--- config.mk ---
export PLATFORM = sky130hd
export DESIGN_NAME = mem_arbiter
export DESIGN_NICKNAME = d
export VERILOG_FILES = /design/src/rtl/mem_arbiter.sv
export SDC_FILE = /design/constraint.sdc
export NUM_CORES = 1
export LEC_CHECK = 0
export ABC_AREA = 1
export BUFFER_PORTS_ARGS = -buffer_cell sky130_fd_sc_hd__clkbuf_2
export CAP_MARGIN = 5
export CORE_AREA = 4 4 102 104
export CTS_CLUSTER_SIZE = 16
export DETAILED_ROUTE_END_ITERATION = 10
export DIE_AREA = 0 0 106 108
export PLACE_DENSITY = 0.78
export REMOVE_ABC_BUFFERS = 1
export SYNTH_ARGS = -nofsm -noshare
export SYNTH_HDL_FRONTEND = slang
export SYNTH_SLANG_ARGS = --single-unit
--- constraint.sdc ---
create_clock -name clk -period 2.5 [get_ports clk]
set_input_delay 0 -clock clk [delete_from_list [all_inputs] [get_ports clk]]
set_output_delay 0 -clock clk [all_outputs]
set_load 0.005 [all_outputs]
--- src/rtl/mem_arbiter.sv ---
// ============================================================================
//  Module      : mem_arbiter
//  Description : Arbitrates an instruction-fetch port and a data port onto a
//                single registered-command data memory. One access occupies
//                three cycles (IDLE sample, CMD, RESP). The two requesters are
//                granted one at a time; requests are not queued.
//  Config      : ARB_RR_EN defined   -> round-robin on simultaneous requests
//                ARB_RR_EN undefined -> data port always wins (fixed priority)
//  Revision    : 1.0  initial release
// ============================================================================
`default_nettype none

module mem_arbiter (
    input  logic        clk,
    input  logic        rst,
    // instruction-fetch port
    input  logic        i_req,
    input  logic [31:0] i_addr,
    output logic        i_ack,
    output logic [31:0] i_rdata,
    // data port
    input  logic        d_req,
    input  logic        d_we,
    input  logic [31:0] d_addr,
    input  logic [31:0] d_wdata,
    output logic        d_ack,
    output logic [31:0] d_rdata,
    // pipeline stalls
    output logic        i_stall,
    output logic        d_stall,
    // shared memory command
    output logic [31:0] mem_addr,
    output logic [31:0] mem_wdata,
    output logic        mem_memwrite,
    output logic        mem_memread,
    input  logic [31:0] mem_rdata
);

    typedef enum logic [1:0] {
        IDLE = 2'd0,
        CMD  = 2'd1,
        RESP = 2'd2
    } state_t;

    localparam logic OWNER_I = 1'b0;
    localparam logic OWNER_D = 1'b1;

    state_t      state_q, state_d;
    logic        owner_q, owner_d;
    logic        store_q, store_d;
    logic [31:0] addr_q,  addr_d;
    logic [31:0] wdata_q, wdata_d;
    logic        rd_q,    rd_d;
    logic        wr_q,    wr_d;
    logic        winner;

`ifdef ARB_RR_EN
    logic        last_grant_q, last_grant_d;
`endif

    // Choose which requester would be granted if the FSM samples this cycle.
    always_comb begin
        winner = OWNER_I;
        if (i_req && d_req) begin
`ifdef ARB_RR_EN
            winner = (last_grant_q == OWNER_I) ? OWNER_D : OWNER_I;
`else
            winner = OWNER_D;
`endif
        end else if (d_req) begin
            winner = OWNER_D;
        end
    end

    // Next-state and next-command logic; everything holds unless changed.
    always_comb begin
        state_d = state_q;
        owner_d = owner_q;
        store_d = store_q;
        addr_d  = addr_q;
        wdata_d = wdata_q;
        rd_d    = rd_q;
        wr_d    = wr_q;
`ifdef ARB_RR_EN
        last_grant_d = last_grant_q;
`endif
        case (state_q)
            IDLE: begin
                if (i_req || d_req) begin
                    state_d = CMD;
                    owner_d = winner;
                    addr_d  = (winner == OWNER_D) ? d_addr : i_addr;
                    wdata_d = d_wdata;
                    store_d = (winner == OWNER_D) && d_we;
                    rd_d    = !((winner == OWNER_D) && d_we);
                    wr_d    = (winner == OWNER_D) && d_we;
`ifdef ARB_RR_EN
                    last_grant_d = winner;
`endif
                end
            end
            CMD: begin
                // command has been seen by memory at this edge; drop it
                state_d = RESP;
                rd_d    = 1'b0;
                wr_d    = 1'b0;
            end
            RESP: begin
                state_d = IDLE;
            end
            default: begin
                state_d = IDLE;
                rd_d    = 1'b0;
                wr_d    = 1'b0;
            end
        endcase
    end

    // State and command registers; reset aborts any access in flight.
    always_ff @(posedge clk or posedge rst) begin
        if (rst) begin
            state_q <= IDLE;
            owner_q <= OWNER_I;
            store_q <= 1'b0;
            addr_q  <= 32'd0;
            wdata_q <= 32'd0;
            rd_q    <= 1'b0;
            wr_q    <= 1'b0;
        end else begin
            state_q <= state_d;
            owner_q <= owner_d;
            store_q <= store_d;
            addr_q  <= addr_d;
            wdata_q <= wdata_d;
            rd_q    <= rd_d;
            wr_q    <= wr_d;
        end
    end

`ifdef ARB_RR_EN
    // Remember the last granted requester; starts at I so D wins first.
    always_ff @(posedge clk or posedge rst) begin
        if (rst) begin
            last_grant_q <= OWNER_I;
        end else begin
            last_grant_q <= last_grant_d;
        end
    end
`endif

    assign mem_addr     = addr_q;
    assign mem_wdata    = wdata_q;
    assign mem_memread  = rd_q;
    assign mem_memwrite = wr_q;

    // Completion and read data are decoded from state; memory data is valid in RESP.
    assign i_ack   = (state_q == RESP) && (owner_q == OWNER_I);
    assign d_ack   = (state_q == RESP) && (owner_q == OWNER_D);
    assign i_rdata = i_ack ? mem_rdata : 32'd0;
    assign d_rdata = (d_ack && !store_q) ? mem_rdata : 32'd0;

    // Stalls are forced low during reset so every output reads zero then.
    assign i_stall = i_req & ~i_ack & ~rst;
    assign d_stall = d_req & ~d_ack & ~rst;

endmodule

`default_nettype wire

==> run metrics <==
status=completed; simple logic cell fraction of the synthesized area=0.404; share of the clock period used by the worst path=0.806; total power=slightly above 5 mW; remaining number of nets flagged by the antenna check after routing=0; Die Wd=106 microns; worst setup path category=reg -> out; final number of max-transition violations=0; area fraction in compound gates after synthesis=0.00428; Top-Level Pins=267; post-synthesis share of cell area spent on full adders, half adders and majority gates=0; worst path cell trace=inv_2, nand2_1, nor2_2, nand2_1, nor2_1, clkbuf_2; maximum number of pins on one net before global-route repair=68; minimum clock period after layout=between 2 and 2.5 ns; predominant post-synthesis flop cell=dfrtp_1; effective utilization at floorplan=0.368; most numerous cell in the Yosys netlist=nand2_1; Synth top cells by count=nand2_1, dfrtp_1, nor2_1; number of maximum-capacitance constraint violations=0; Cell Int Power=3.03 mW; cell repeated most along the worst path=nand2_1; number of hold violations in the final report=0; wl on met1=4950 microns; slowest cell delay on critical path=0.54 ns; data arrival time of the critical path=between 2 and 2.5 ns; Tightest Hold Check Type=in -> reg; post-synthesis sequential element count=70; power density over the cells=843 nW/um^2; Post-CTS Setup Bufs=0; async set-reset flop share out of synthesis=1.00; global-route wire length before repair=22,300 microns; FILL cells=around 830; clock edge transition at the registers on the reported setup and hold paths=~0.07 ns; parity-gate share of the synthesized area counting xor and xnor cells=0; Routed wire per std cell=14.1 microns; Overall Global Routing Usage=0.249; sink count of the clock tree=70; top post-synthesis cells by area=dfrtp_1, nand2_1, nor2_1, inv_1, buf_4; number of warning messages in the yosys log=0; cell at the root of the clock tree=clkbuf_8; antenna violations before repair=3; peak supply drop=413 uV; number of flops mapped to enable cells by yosys=0; core footprint=9550 sq um; relative slew slack=0.359; Congestion Overflow GR=0; clock insertion delay at the later pin of the skew report=0.33 ns; combinational cell fraction of total power=0.459; Worst Setup End Kind=primary output; vertical die dimension=108 microns; vias in the first global route=4,527; total setup violations reported at the end of the flow=0; final wirelength=14,300 microns; cell area after technology mapping=approximately 3500 sq um; length in cells of the worst reg-to-reg path=5; CP Launch Type=register; highest metal layer with signal wires=met4; worst-margin pin slew=0.959 ns; Iter 0 DRT Violations=about 300; switching power=2.08 mW; unrepaired setup endpoints after global routing=false; main combinational cell family by area after synthesis=simple AND/OR/NAND/NOR gates; Distinct cells, synth=14; detailed-routing iteration count for the pre-antenna-repair pass=5; mux cell area share after synthesis=0; count of input and output buffers=~270; share of power burned in the clock network=0.151; post-synth top area cell=dfrtp_1; RePlAce Congestion=0.787; clock tree from TritonCTS=yes; CP max FO=32; cts bufs inserted=9; number of vias per cell=about 4.4; final total negative setup slack=0 ns; half-perimeter wire length after detailed placement=9340 microns; DRC=0; number of instances resized during post-cts repair=0; sequential fraction of the synthesis area=0.499; Post-Synthesis Mean Instance Area=6.79 sq um; nets@finish=1,003; Hold Path Depth=5; Sw Share=0.407; WL met2=approximately 7700 microns; met3 wirelength from detailed routing=around 1400 microns; proportion of netlist area held by the largest area contributor=0.499; Syn Inst Count=about 520; fmax=between 400 and 500 MHz; Clock Skew=0.0135 ns; cell with the largest stage delay on the worst path=nand2_1; num rows=36; buffer depth of the longest clock path=2; Worst EP required=2.50 ns; leakage=3.80 nW; fraction of layout instances using a drive strength above 1=0.339; H-Tree Level Count=3; part of the total power dissipated in sequential elements=0.390; detailed-route via count=4,469; DIE AREA=around 11,000 sq um; area growth from synthesis to layout=72.7%
path summary, 6_finish.rpt:
kind / from / endpoint / slack [ns]
min: d_addr[1] / mem_addr[1] / 0.02
min reg2reg: mem_memread / mem_memread / 0.48
max: state_q[0] / d_rdata[17] / 0.48
max in group asynchronous: rst / mem_addr[6] / 1.55
max reg2reg: state_q[1] / mem_addr[0] / 0.85
min in group asynchronous: rst / mem_addr[24] / 0.31
power by group through the flow:
stage	sequential [mW]	clock, mW	combinational (mW)
floorplan	2.01	0	1.02
global placement	1.98	0	2.15
detailed placement	1.98	0	2.20
CTS	1.98	0.807	2.33
global route	2.06	0.856	2.64
finish	2.00	0.772	2.34
layout by cell type, fill, tap and decap left out, types with 2 or more instances in the layout:
| cell type | n |
|---|---|
| buf_12 | 2 |
| buf_4 | 4 |
| clkbuf_2 | 266 |
| clkbuf_8 | 9 |
| clkinv_2 | 3 |
| clkinvlp_4 | 2 |
| dfrtp_1 | 70 |
| diode_2 | 3 |
| dlygate4sd3_1 | 97 |
| inv_1 | 37 |
| inv_2 | 4 |
| nand2_1 | 301 |
| nand3_1 | 3 |
| nor2_1 | 67 |
| nor2_2 | 2 |
| o21ai_0 | 2 |
repair_timing:
item,CTS,global route
endpoints found under the hold margin,92,0
hold buffers,97,0
setup endpoints to repair,0,0
per-layer routing:
metal | GRT usage | vias to the layer above
li1 | - | 2202
met1 | 0.258 | 1999
met2 | 0.464 | 242
met3 | 0.0800 | 26
met4 | 0.101 | 0
met5 | 0 | -
through the flow:
| step | std cells | hold WS [ns] | area [sq um] | util | setup slack, ns |
|---|---|---|---|---|---|
| 2_1_floorplan | 490 | 0.0926 | 3350 | - | 0.513 |
| 3_3_place_gp | 895 | 0.0975 | 4920 | 0.515 | 0.786 |
| 3_5_place_dp | 895 | 0.0962 | 4920 | 0.515 | 0.843 |
| 4_1_cts | 1007 | 0.00732 | 6050 | 0.634 | 0.467 |
| 5_1_grt | 1010 | 0.0436 | 6060 | 0.635 | 0.267 |
| 6_report | 1010 | 0.0250 | 6060 | 0.635 | 0.484 |
area by class of cell:
class / instances / area [sq um] / share of cell area
multi-input cells: 378 / 1440 / 0.238
flip-flops and latches: 70 / 1750 / 0.289
well taps: 133 / 166 / 0.0275
repair buffers: 369 / 2370 / 0.391
clock inverters: 6 / 38.8 / 0.00640
inverters: 42 / 160 / 0.0264
clock buffers: 9 / 124 / 0.0204
diodes: 3 / 7.51 / 0.00124
registers in the layout, summed over array words and instances (netlist names):
signal and flops:
mem_memread 1, store_q 1, mem_memwrite 1, owner_q 1, mem_wdata 32, state_q 2
mem_addr 32
worst max-delay path, delay by kind of cell (launching register included):
family	cells	cell delay (ns)
buffers and inverters	2	0.24
and+or+nand+nor	4	1.05
DFF	1	0.40
cells by family (layout without fill, tap and decap cells):
group,after synthesis,count (layout)
flops,70,70
compound gates,3,3
other cells,0,3
simple gates,375,375
buf+inv,69,426
Note: power is estimated with default switching activity, not from simulation.
